File: config.mk
export PLATFORM = sky130hd
export DESIGN_NAME = uart_tx_flat
export DESIGN_NICKNAME = d
export VERILOG_FILES = /design/src/rtl/uart_tx_if.sv /design/src/rtl/uart_tx.sv /design/src/flat_wrapper.sv
export SDC_FILE = /design/constraint.sdc
export NUM_CORES = 1
export LEC_CHECK = 0
export BUFFER_PORTS_ARGS = -buffer_cell sky130_fd_sc_hd__buf_4
export CAP_MARGIN = 15
export CELL_PAD_IN_SITES_DETAIL_PLACEMENT = 1
export CELL_PAD_IN_SITES_GLOBAL_PLACEMENT = 2
export CORE_AREA = 4 4 58 60
export CTS_CLUSTER_SIZE = 20
export DETAILED_ROUTE_END_ITERATION = 16
export DIE_AREA = 0 0 62 64
export PLACE_DENSITY = 0.86
export SLEW_MARGIN = 20
export SYNTH_ARGS = -nofsm -noshare
export SYNTH_HDL_FRONTEND = slang
export SYNTH_SLANG_ARGS = --single-unit
File: constraint.sdc
create_clock -name clk_uart -period 4.3 [get_ports clk_uart]
set_clock_uncertainty 0.1 [all_clocks]
set_input_delay 0.86 -clock clk_uart [delete_from_list [all_inputs] [get_ports clk_uart]]
set_output_delay 0.86 -clock clk_uart [all_outputs]
set_load 0.01 [all_outputs]
File: src/rtl/uart_tx_if.sv
// SBUF-side bundle for the UART transmitter.
// Driver side is master, transmitter is slave.
interface uart_tx_if;
  logic [7:0] t_data;
  logic       t_start;
  logic       txd_int_in;
  logic       txd;
  logic       txd_int;
  logic       busy;

  modport master (
    output t_data,
    output t_start,
    output txd_int_in,
    input  txd,
    input  txd_int,
    input  busy
  );

  modport slave (
    input  t_data,
    input  t_start,
    input  txd_int_in,
    output txd,
    output txd_int,
    output busy
  );
endinterface

File: src/rtl/uart_tx.sv
// 8051 UART transmitter: start, 8 data LSB first, stop.
// Define UART_TX_PARITY_EN to add an even-parity bit.
module uart_tx #(
  parameter int OVERSAMPLE = 16
) (
  input  logic     clk_uart,
  input  logic     rst_n,
  uart_tx_if.slave bus
);

  localparam int CW = $clog2(OVERSAMPLE);
  localparam logic [CW-1:0] LAST = CW'(OVERSAMPLE - 1);

  typedef enum logic [2:0] {
    S_IDLE,
    S_START,
    S_DATA,
`ifdef UART_TX_PARITY_EN
    S_PARITY,
`endif
    S_STOP
  } state_e;

  state_e        state_q, state_d;
  logic [CW-1:0] cnt_q, cnt_d;
  logic [2:0]    bit_q, bit_d;
  logic [7:0]    shift_q, shift_d;
  logic          par_q, par_d;
  logic          txd_q, txd_d;
  logic          busy_q, busy_d;
  logic          last;

  assign last = (cnt_q == LAST);

  always_comb begin
    state_d = state_q;
    cnt_d   = cnt_q;
    bit_d   = bit_q;
    shift_d = shift_q;
    par_d   = par_q;
    if (state_q != S_IDLE) begin
      cnt_d = last ? '0 : cnt_q + CW'(1);
    end
    unique case (state_q)
      S_IDLE: begin
        if (bus.t_start) begin
          state_d = S_START;
          shift_d = bus.t_data;
          par_d   = ^bus.t_data;
          bit_d   = '0;
          cnt_d   = '0;
        end
      end
      S_START: begin
        if (last) state_d = S_DATA;
      end
      S_DATA: begin
        if (last) begin
          shift_d = {1'b0, shift_q[7:1]};
          bit_d   = bit_q + 3'd1;
          if (bit_q == 3'd7) begin
`ifdef UART_TX_PARITY_EN
            state_d = S_PARITY;
`else
            state_d = S_STOP;
`endif
          end
        end
      end
`ifdef UART_TX_PARITY_EN
      S_PARITY: begin
        if (last) state_d = S_STOP;
      end
`endif
      S_STOP: begin
        if (last) state_d = S_IDLE;
      end
      default: state_d = S_IDLE;
    endcase
  end

  // Line level is registered from the next state so txd never glitches.
  always_comb begin
    txd_d  = 1'b1;
    busy_d = (state_d != S_IDLE);
    unique case (state_d)
      S_START:  txd_d = 1'b0;
      S_DATA:   txd_d = shift_d[0];
`ifdef UART_TX_PARITY_EN
      S_PARITY: txd_d = par_d;
`endif
      default:  txd_d = 1'b1;
    endcase
  end

  always_ff @(posedge clk_uart or negedge rst_n) begin
    if (!rst_n) begin
      state_q <= S_IDLE;
      cnt_q   <= '0;
      bit_q   <= '0;
      shift_q <= '0;
      par_q   <= 1'b0;
      txd_q   <= 1'b1;
      busy_q  <= 1'b0;
    end else begin
      state_q <= state_d;
      cnt_q   <= cnt_d;
      bit_q   <= bit_d;
      shift_q <= shift_d;
      par_q   <= par_d;
      txd_q   <= txd_d;
      busy_q  <= busy_d;
    end
  end

  assign bus.txd     = txd_q;
  assign bus.busy    = busy_q;
  assign bus.txd_int = (state_q == S_STOP && last)
                       ? 1'b1 : bus.txd_int_in;

endmodule

File: src/flat_wrapper.sv
// flat-port wrapper written by rule: the top's interface ports become plain ports
module uart_tx_flat 
#(
  parameter int OVERSAMPLE = 16
)
  (clk_uart, rst_n, bus_t_data, bus_t_start, bus_txd_int_in, bus_txd, bus_txd_int, bus_busy);
  uart_tx_if bus_i ();
  input  logic clk_uart;
  input  logic rst_n;
  input wire logic [$bits(bus_i.t_data)-1:0] bus_t_data;
  input wire logic [$bits(bus_i.t_start)-1:0] bus_t_start;
  input wire logic [$bits(bus_i.txd_int_in)-1:0] bus_txd_int_in;
  output wire logic [$bits(bus_i.txd)-1:0] bus_txd;
  output wire logic [$bits(bus_i.txd_int)-1:0] bus_txd_int;
  output wire logic [$bits(bus_i.busy)-1:0] bus_busy;
  assign bus_i.t_data = bus_t_data;
  assign bus_i.t_start = bus_t_start;
  assign bus_i.txd_int_in = bus_txd_int_in;
  assign bus_txd = bus_i.txd;
  assign bus_txd_int = bus_i.txd_int;
  assign bus_busy = bus_i.busy;
  uart_tx #(.OVERSAMPLE(OVERSAMPLE)) u_core (.clk_uart(clk_uart), .rst_n(rst_n), .bus(bus_i));
endmodule
==> run summary, run 1 <==
Outcome: finished, final reports clean
Fin nets: 125
Number of clock sinks: 20
Global-route wire length before repair: 3580 um
Adder-Cell Fraction of Synth Area: 0.0384
Wire per inst: 14.8 um
Slowest cell on crit path: dfrtp_1
Pins over their slew limit: 0
Top Ports: 15
Lkg Pwr: 0.544 nW
Data arrival, critical path: 1640 ps
GRT met1 Usage: 0.154
Synth area leaders: dfrtp_1 49%, nand2_1 8.1%, a22oi_1 4.6%
Final min period: 2600 ps
Initial DRT Pass Iterations: 4
Endpoints failing hold: 0
Fmax: 385 MHz
Met2 usage: 0.194
Port Buf Inserts: 14
Clock Path Buffers: 2
Critical path launch point type: register
Final period utilization: 0.604
WHS: 311 ps
Initial antenna violation count: 0
Final worst slack: 1700 ps
TritonCTS clock tree: built
Antenna-violating nets left: 0
Compound-Gate Fraction of Synth Area: 0.159
Top_reg_cell synth: dfrtp_1
Power Density: 367 nW/um^2
Post-cts sizing count: 0
H-tree levels: 1
Mux cell area share after synthesis: 0.0115
1st-iter DRT viols: 19
Reg clk slew, reported paths: 110 ps
Syn_nets: 111
Die area: 3970 um^2
CP required: 3340 ps
Synth Area in XOR/XNOR: 0.00895
Setup bufs post-CTS: 0
Final GP Congestion: 0.745
Vias in the first global route: 801
Post-synthesis instance area: 978 um^2
Gr usage total: 0.121
Cell row count: 20
Hpwl dp: 1560 um
Async SR Flop Fraction: 1.00
Core area: 2930 um^2
Starting Density: 0.334
Met3 global-route usage: 0.0364
Register area share after synthesis: 0.513
Synthesized instance count: 96
Synth area leader: dfrtp_1
Largest family of logic cells by synthesized area: simple AND/OR/NAND/NOR gates
Max transition margin: 0.533
Yosys reg bits: 20
WS Path Type: register to output pin
Post-synth EDFFs: 0
Vias per cell: 5.32
Crit-path cells: ha_1, and4_1, a31o_2, buf_4
Num CTS Buffers: 3
Fin area: 1120 um^2
Via count: 756
Post-place setup slack: 1960 ps
Mapped Avg Cell Area: 10.2 um^2
Worst setup EP type: output pin
Largest net degree at the start of global routing: 21
Root Driver: clkbuf_4
Diode count: 0
Worst Tran Pin Value: 695 ps
Min-delay worst type: input pin to asynchronous set/reset pin
WL final: 2100 um
Fraction of layout cells with a size suffix above 1: 0.220
CTS Hold Bufs: 0
Total power: 0.412 mW
Placed cell area: 1090 um^2
Worst-path fanout max: 5
Yosys top cell area share: 0.486
Yosys warnings: 0
Simple-Gate Fraction of Synth Area: 0.221
Grt peak-use layer: met2
GR Overflow Total: 0
Residual DRC: 0
Die Wd: 62 um
Max VDD drop: 0.244 mV
MaxCap Viol Count: 0
Setup violations, final: 0
Synth cell types: 34
CP max stage delay: 430 ps
Setup TNS: 0 ps
Clk Latency, worst-skew pair: 300 ps
RSZ-0062 raised after global routing: false
Die Height: 64 um
P&R area growth vs syn: 15.0%
-- report_power, final --
group,internal (mW),switching [mW]
Combinational,0.0305,0.0335
Sequential,0.216,0.0227
Clock,0.0516,0.0579
-- worst max-delay path: cells and delay by family, from the launching register on --
| family | cells | cell delay (ps) |
|---|---|---|
| flip-flops | 1 | 430 |
| adder cells (fa/ha/maj) | 1 | 260 |
| AO/OA/AOI/OAI | 1 | 260 |
| AND/OR/NAND/NOR | 1 | 250 |
| buffers and inverters | 1 | 140 |
-- worst paths after layout --
check / from / cells past startpoint / slack (ps) / to
min: rst_n / 1 / 310 / u_core.bus.busy
min reg2reg: u_core.shift_q[3] / 2 / 390 / u_core.shift_q[3]
max reg2reg: u_core.cnt_q[0] / 5 / 2270 / u_core.bus.busy
min in group clk_uart: u_core.shift_q[3] / 2 / 390 / u_core.shift_q[3]
max in group asynchronous: rst_n / 1 / 3510 / u_core.bus.txd
max: u_core.cnt_q[0] / 4 / 1700 / bus_txd_int
-- through the flow --
step,instances,util
4_1_cts,142,0.384
3_3_place_gp,138,0.372
6_report,142,0.384
3_5_place_dp,138,0.372
5_1_grt,142,0.384
2_1_floorplan,96,-
-- flip-flops by register name, indices dropped and copies added, names as in the netlist --
signal	flops
u_core.cnt_q	4
u_core.bus.txd	1
u_core.state_q	3
u_core.bus.busy	1
u_core.bit_q	3
u_core.shift_q	8
-- logic make-up (layout without fill, tap and decap cells) --
group                      count (synthesis)  after routing
other                                      1              1
muxes                                      1              1
and+or+nand+nor                           41             41
AOI/OAI and AO/OA                         22             22
adders and majority gates                  3              3
buffers and inverters                      7             20
DFF                                       20             20
xor gates and xnor gates                   1              1
-- cells in the final DEF (no fill, tap or decap), types with 2 or more instances in the layout --
cell type and count:
nand2_1 21, dfrtp_1 19, buf_4 14, o21ai_0 7, a22oi_1 6, nor2_1 3, ha_1 3, clkbuf_4 3
and3_1 2, nor3b_1 2, nor3_1 2, o31ai_1 2, inv_1 2, and2_1 2, nand3_1 2
-- Yosys cell counts, types with 3 or more instances --
master / n
nand2_1: 21
dfrtp_1: 19
o21ai_0: 7
a22oi_1: 6
ha_1: 3
nor2_1: 3
-- layer usage --
layer / vias up / wire length (um)
met3: 2 / 77
met4: 0 / 13
met2: 13 / 1090
li1: 363 / -
met1: 378 / 919
met5: - / 0
-- area by class of cell --
class / instances / area (um^2)
clock buffer: 4 / 36.3
fill: 348 / 1800
inverter: 2 / 7.51
multi-input combinational: 69 / 433
sequential: 20 / 502
tap: 33 / 41.3
timing repair buffer: 14 / 105
Note: power is estimated with default switching activity, not from simulation.
==> run 2: changes to the inputs <==
Settings changed: ABC_AREA set to 1, CORE_AREA 4 4 58 60 to 4 4 64 66, DIE_AREA 0 0 62 64 to 0 0 68 70, PLACE_DENSITY 0.86 to 0.82.
Clock period 4.3 ns to 2.3 ns, I/O delays scaled along.
==> run 2 against run 1 <==
  * Synthesized cell count grew 24%
  * Global-route usage shrank 1.0 points
  * Combinational power grew to 3.0 times the previous value
  * First-iteration DRC count grew to 2.7 times the previous value
  * Critical path depth grew 2
  * Area after synthesis grew 6.4%
  * Critical path type unchanged
  * Utilization shrank 3.2 points
  * Final cell count grew 30%
  * Worst hold slack lost 31 ps
  * Power grew 130%
  * Largest cell class unchanged
  * Wire length grew 12%
==> run summary, run 2 <==
Critical path launch point type: register
Port Buf Inserts: 14 (unchanged)
Final period utilization: 0.939
Setup violations, final: 0 (unchanged)
Power Density: 751 nW/um^2 (+100%)
Reg with most FFs: u_core.shift_q
Initial antenna violation count: 0 (unchanged)
Gr usage total: 0.111 (-0.00998)
CP required: 1740 ps (-1600 ps)
Lkg Pwr: 0.651 nW (+20%)
GR Overflow Total: 0 (unchanged)
R2r worst-path depth: 5 (unchanged)
Top Ports: 15 (unchanged)
Core area: 3580 um^2 (+22%)
Fmax: 463 MHz
Min-delay worst type: input pin to register
Most frequent cells after synthesis: 44 x nand2_1, 19 x dfrtp_1, 9 x nand3_1
Fin util: 0.352 (-0.0321)
Top-count cell post-synth: nand2_1
MaxCap Viol Count: 0 (unchanged)
Async SR Flop Fraction: 1.00 (unchanged)
Diode count: 0 (unchanged)
Leading cell type in the layout, fill and taps excluded: nand2_1
CP max stage delay: 420 ps (about the same)
Slowest cell on crit path: dfrtp_1
Syn_nets: 134 (+21%)
Synthesized instance count: 119 (+24%)
Max VDD drop: 0.283 mV (+16%)
Num CTS Buffers: 3 (unchanged)
CP bufs+invs: 1 (unchanged)
Endpoints failing hold: 0 (unchanged)
Stages on worst setup path: 6 (+2)
Residual DRC: 0 (unchanged)
Clock Path Buffers: 2 (unchanged)
Commonest cells after routing, fill and taps aside: 44 x nand2_1, 19 x dfrtp_1, 14 x buf_4, 9 x nand3_1
Synth area leader: dfrtp_1
Outcome: finished, final reports clean
P&R area growth vs syn: 21.0%
Setup bufs post-CTS: 0 (unchanged)
Synth cell types: 26 (-24%)
Via count: 857 (+13%)
Yosys reg bits: 20 (unchanged)
Root Driver: clkbuf_4
H-tree levels: 1 (unchanged)
Vias in the first global route: 941 (+17%)
WL final: 2350 um (+12%)
Worst hold path cell count: 2
Synth area leaders: dfrtp_1 46%, nand2_1 16%, nand3_1 4.3%
Fraction of layout cells with a size suffix above 1: 0.219 (-0.00121)
Clk Latency, worst-skew pair: 300 ps (about the same)
Yosys warnings: 0 (unchanged)
Crit path max-delay family: flip-flops
Register area share after synthesis: 0.482 (-0.0308)
Antenna-violating nets left: 0 (unchanged)
Worst setup EP type: output pin
WS Path Type: register to output pin
Starting Density: 0.291 (-0.0433)
Post-place setup slack: 455 ps (-1510 ps)
Setup TNS: 0 ps (unchanged)
Yosys top cell area share: 0.457 (-0.0292)
TritonCTS clock tree: built
Data arrival, critical path: 1600 ps (-40 ps)
Final min period: 2160 ps
Wire per inst: 12.7 um (-14%)
Top_reg_cell synth: dfrtp_1
Mapped Avg Cell Area: 8.75 um^2 (-14%)
Biggest regs: u_core.shift_q x8, u_core.cnt_q x4
Pins over their slew limit: 0 (unchanged)
Global-route wire length before repair: 4120 um (+15%)
Post-synthesis instance area: 1040 um^2 (+6.4%)
Crit-path cells: ha_2, nand2_1, nor2_1, nand3_1, o21bai_1, buf_4
Max reg flops: 8 (unchanged)
Die area: 4760 um^2 (+20%)
Worst-path fanout max: 4 (-1)
Hpwl dp: 1810 um (+16%)
Vias per cell: 4.63 (-13%)
Number of clock sinks: 20 (unchanged)
Reg clk slew, reported paths: 120 ps (about the same)
Post-synth EDFFs: 0 (unchanged)
1st-iter DRT viols: 51 (+32)
Die Height: 70 um (+9.4%)
Initial DRT Pass Iterations: 4 (unchanged)
Final GP Congestion: 0.683 (-8.3%)
Die Wd: 68 um (+9.7%)
Total power: 0.946 mW (+130%)
Fin nets: 153 (+22%)
Final worst slack: 141 ps (-1560 ps)
Cell row count: 22 (+10%)
Largest net degree at the start of global routing: 21 (unchanged)
==> run 2: changes by cell type in the layout (fill, tap and decap cells not counted), sizes merged, moves of 2 or more <==
cell | before | now
and3 | 2 | 0
nor3 | 2 | 0
and2 | 2 | 0
nand3 | 2 | 10
o21ai | 7 | 5
nor2 | 3 | 10
inv | 2 | 8
nand2 | 21 | 46
nor3b | 2 | 0
==> run 2: per-layer routing <==
metal | wire length, um | share of wire | vias up | GRT usage
met5 | 0 | 0 | - | 0
met4 | 19 | 0.0081 | 0 | 0.0331
met3 | 107 | 0.045 | 2 | 0.0209
met2 | 1190 | 0.51 | 21 | 0.195
met1 | 1030 | 0.44 | 404 | 0.133
li1 | - | - | 430 | -
==> run 2: logic make-up after synthesis <==
logic type      share of synthesized area
compound gates                      0.114
fa+ha+maj                          0.0361
buf+inv                            0.0397
flops                               0.482
other cells                       0.00360
simple gates                        0.325
==> run 2: what timing repair did <==
| item | CTS | global route |
|---|---|---|
| setup endpoints to repair | 0 | 1 |
| hold buffers | 1 | 0 |
| hold endpoints to repair | 19 | 0 |
| resized for setup | 0 | 1 |
==> run 2: final timing paths <==
| kind | startpoint | endpoint | slack, ps |
|---|---|---|---|
| setup / recovery | u_core.cnt_q[0] | bus_txd_int | 140 |
| hold / removal | bus_t_data[7] | u_core.shift_q[7] | 280 |
| setup reg to reg | u_core.cnt_q[0] | u_core.bit_q[2] | 690 |
| hold reg to reg | u_core.shift_q[4] | u_core.shift_q[4] | 400 |
| max in group asynchronous | rst_n | u_core.bus.txd | 1380 |
| min in group asynchronous | rst_n | u_core.shift_q[6] | 450 |
==> run 2: final cells by class <==
type / count / area [um^2]
fillers: 426 / 2320
flip-flops and latches: 20 / 502
clock inverters: 1 / 30.0
repair buffers: 15 / 115
well taps: 48 / 60.1
clock buffers: 3 / 22.5
multi-input cells: 90 / 500
inverters: 8 / 30.0
==> run 2: report_power, final <==
| group | internal (mW) | switching [mW] | leakage, nW | total, mW |
|---|---|---|---|---|
| Combinational | 0.0859 | 0.108 | 0.370 | 0.193 |
| Clock | 0.176 | 0.106 | 0.0279 | 0.282 |
| Sequential | 0.414 | 0.0559 | 0.254 | 0.470 |
| Total | 0.676 | 0.269 | 0.651 | 0.946 |
==> run 2: metrics by stage <==
stage / cells / hold WS (ps) / area [um^2]
after detailed placement: 180 / 258 / 1190
after global placement: 180 / 251 / 1190
after CTS: 185 / 266 / 1260
after global routing: 185 / 274 / 1260
after floorplan: 119 / 64.4 / 1040
final: 185 / 280 / 1260
==> run 3: changes to the inputs <==
Settings changed: CORE_AREA 4 4 64 66 to 4 4 62 64, DIE_AREA 0 0 68 70 to 0 0 66 68, PLACE_DENSITY 0.82 to 0.83.
Clock period 2.3 ns to 2.1 ns, I/O delays scaled along.
==> run 3 against run 2 <==
  * Worst hold slack lost 29 ps
  * Sequential share of layout area shrank 0.96 points
  * Die area shrank 5.7%
  * Sequential cell count is the same
  * Clock power shrank 35%
  * Power grew 1.8%
  * Via count grew 2.5%
  * First-iteration DRC count shrank 9.8%
  * Wire length grew 4.0%
  * Design area grew 2.5%
  * Global-route usage grew 1.1 points
  * Non-clock buffer count grew 4
==> run summary, run 3 (synthesis gave the netlist of run 2 again) <==
WS Path Type: register to output pin
Initial antenna violation count: 0 (unchanged)
Critical path launch point type: register
Fmax: 500 MHz
Num CTS Buffers: 3 (unchanged)
Final Non-Filler Cells: 187 (+1.1%)
Final GP Congestion: 0.731 (+7.0%)
Final min period: 2000 ps
Clock Path Buffers: 2 (unchanged)
Core area: 3280 um^2 (-8.2%)
Fraction of layout cells with a size suffix above 1: 0.255 (+0.0363)
MaxCap Viol Count: 0 (unchanged)
Fin nets: 157 (+2.6%)
Starting Density: 0.317 (+0.0260)
Diode count: 0 (unchanged)
Min-delay worst type: input pin to register
CP max stage delay: 440 ps (+20 ps)
Gr usage total: 0.121 (+0.0105)
Power Density: 746 nW/um^2 (-0.66%)
Final worst slack: 102 ps (-39.5 ps)
Pins over their slew limit: 0 (unchanged)
Reg with most FFs: u_core.shift_q
Cell row count: 21 (-4.5%)
CP required: 1580 ps (-160 ps)
Lkg Pwr: 0.671 nW (+3.1%)
Via count: 878 (+2.5%)
Setup TNS: 0 ps (unchanged)
Die Height: 68 um (-2.9%)
Global-route wire length before repair: 4150 um (+0.83%)
Slowest cell on crit path: dfrtp_1
Antenna-violating nets left: 0 (unchanged)
Endpoints failing hold: 0 (unchanged)
Number of clock sinks: 20 (unchanged)
Data arrival, critical path: 1480 ps (-120 ps)
Setup violations, final: 0 (unchanged)
Port Buf Inserts: 14 (unchanged)
Post-place setup slack: 247 ps (-208 ps)
Top Ports: 15 (unchanged)
TritonCTS clock tree: built
GR Overflow Total: 0 (unchanged)
Clk Latency, worst-skew pair: 290 ps (about the same)
Filler cell count: 393 (-7.7%)
Placed cell area: 1190 um^2 (-0.21%)
Vias per cell: 4.70 (+1.4%)
Root Driver: clkbuf_4
Max VDD drop: 0.304 mV (+7.7%)
1st-iter DRT viols: 46 (-9.8%)
Worst setup EP type: output pin
WHS: 250 ps (-29.4 ps)
Die Wd: 66 um (-2.9%)
Max reg flops: 8 (unchanged)
Total power: 0.963 mW (+1.8%)
Wire per inst: 13.1 um (+2.9%)
Final period utilization: 0.952
Leading cell type in the layout, fill and taps excluded: nand2_1
Placed insts: 178 (-1.1%)
Commonest cells after routing, fill and taps aside: 43 x nand2_1, 19 x dfrtp_1, 18 x buf_4, 8 x nand3_1
Die area: 4490 um^2 (-5.7%)
Initial DRT Pass Iterations: 4 (unchanged)
Vias in the first global route: 946 (+0.53%)
P&R area growth vs syn: 24.0%
Reg clk slew, reported paths: 110 ps (about the same)
Largest net degree at the start of global routing: 21 (unchanged)
Worst-path fanout max: 3 (-1)
Fin util: 0.393 (+0.0410)
Crit-path cells: ha_4, nand2_4, nor2_4, nand3_2, o21bai_1, buf_4
Hpwl dp: 1820 um (+0.54%)
H-tree levels: 1 (unchanged)
Fin area: 1290 um^2 (+2.5%)
Outcome: finished, final reports clean
WL final: 2450 um (+4.0%)
Residual DRC: 0 (unchanged)
Biggest regs: u_core.shift_q x8, u_core.cnt_q x4
RSZ-0062 raised after global routing: false
## run 3: cell count changes in the layout (fill, tap and decap cells not counted)
cell,previous run,this run
nor2_4,1,2
bufinv_16,1,0
ha_4,0,1
nand2_1,44,43
nor2_1,6,5
nand3_1,9,8
buf_4,14,18
nand3_2,0,1
clkbuf_1,0,1
ha_2,1,0
nand2_4,1,2
## run 3: layer usage
layer	vias up	track usage	wire length [um]
met5	-	0	0
met4	0	0.0457	18
met3	2	0.0213	55
met2	10	0.207	1240
met1	427	0.155	1140
li1	439	-	-
## run 3: critical path: cells and delay by family, from the launching register on
kind / cells / cell delay (ps)
adders and majority gates: 1 / 180
and+or+nand+nor: 3 / 270
DFF: 1 / 440
buffers and inverters: 1 / 130
AOI/OAI and AO/OA: 1 / 150
## run 3: worst paths after layout
path / startpoint / slack (ps) / cells after the start / to
setup / recovery: u_core.cnt_q[1] / 100 / 6 / bus_txd_int
hold / removal: bus_t_data[7] / 250 / 2 / u_core.shift_q[7]
setup reg to reg: u_core.cnt_q[1] / 400 / 7 / u_core.bit_q[0]
hold reg to reg: u_core.shift_q[3] / 400 / 2 / u_core.shift_q[3]
max in group asynchronous: rst_n / 1200 / 2 / u_core.bus.txd
min in group asynchronous: rst_n / 430 / 2 / u_core.shift_q[6]
## run 3: what timing repair did
action,in CTS,in global routing
buffers inserted,1,3
hold buffers,1,0
pin swaps,0,3
gates resized for setup,2,5
setup endpoints to repair,1,1
endpoints found under the hold margin,19,0
## run 3: cell type report
cell class / instances / area (um^2) / area share
Clock buffer: 4 / 26.3 / 0.0203
Inverter: 8 / 30.0 / 0.0233
Multi-Input combinational cell: 90 / 531 / 0.411
Sequential cell: 20 / 502 / 0.389
Tap cell: 46 / 57.6 / 0.0446
Timing Repair Buffer: 19 / 145 / 0.112
## run 3: power breakdown
group	total, mW	switching (mW)	internal (mW)
registers	0.523	0.0691	0.454
clock network	0.184	0.110	0.0738
logic	0.256	0.132	0.124
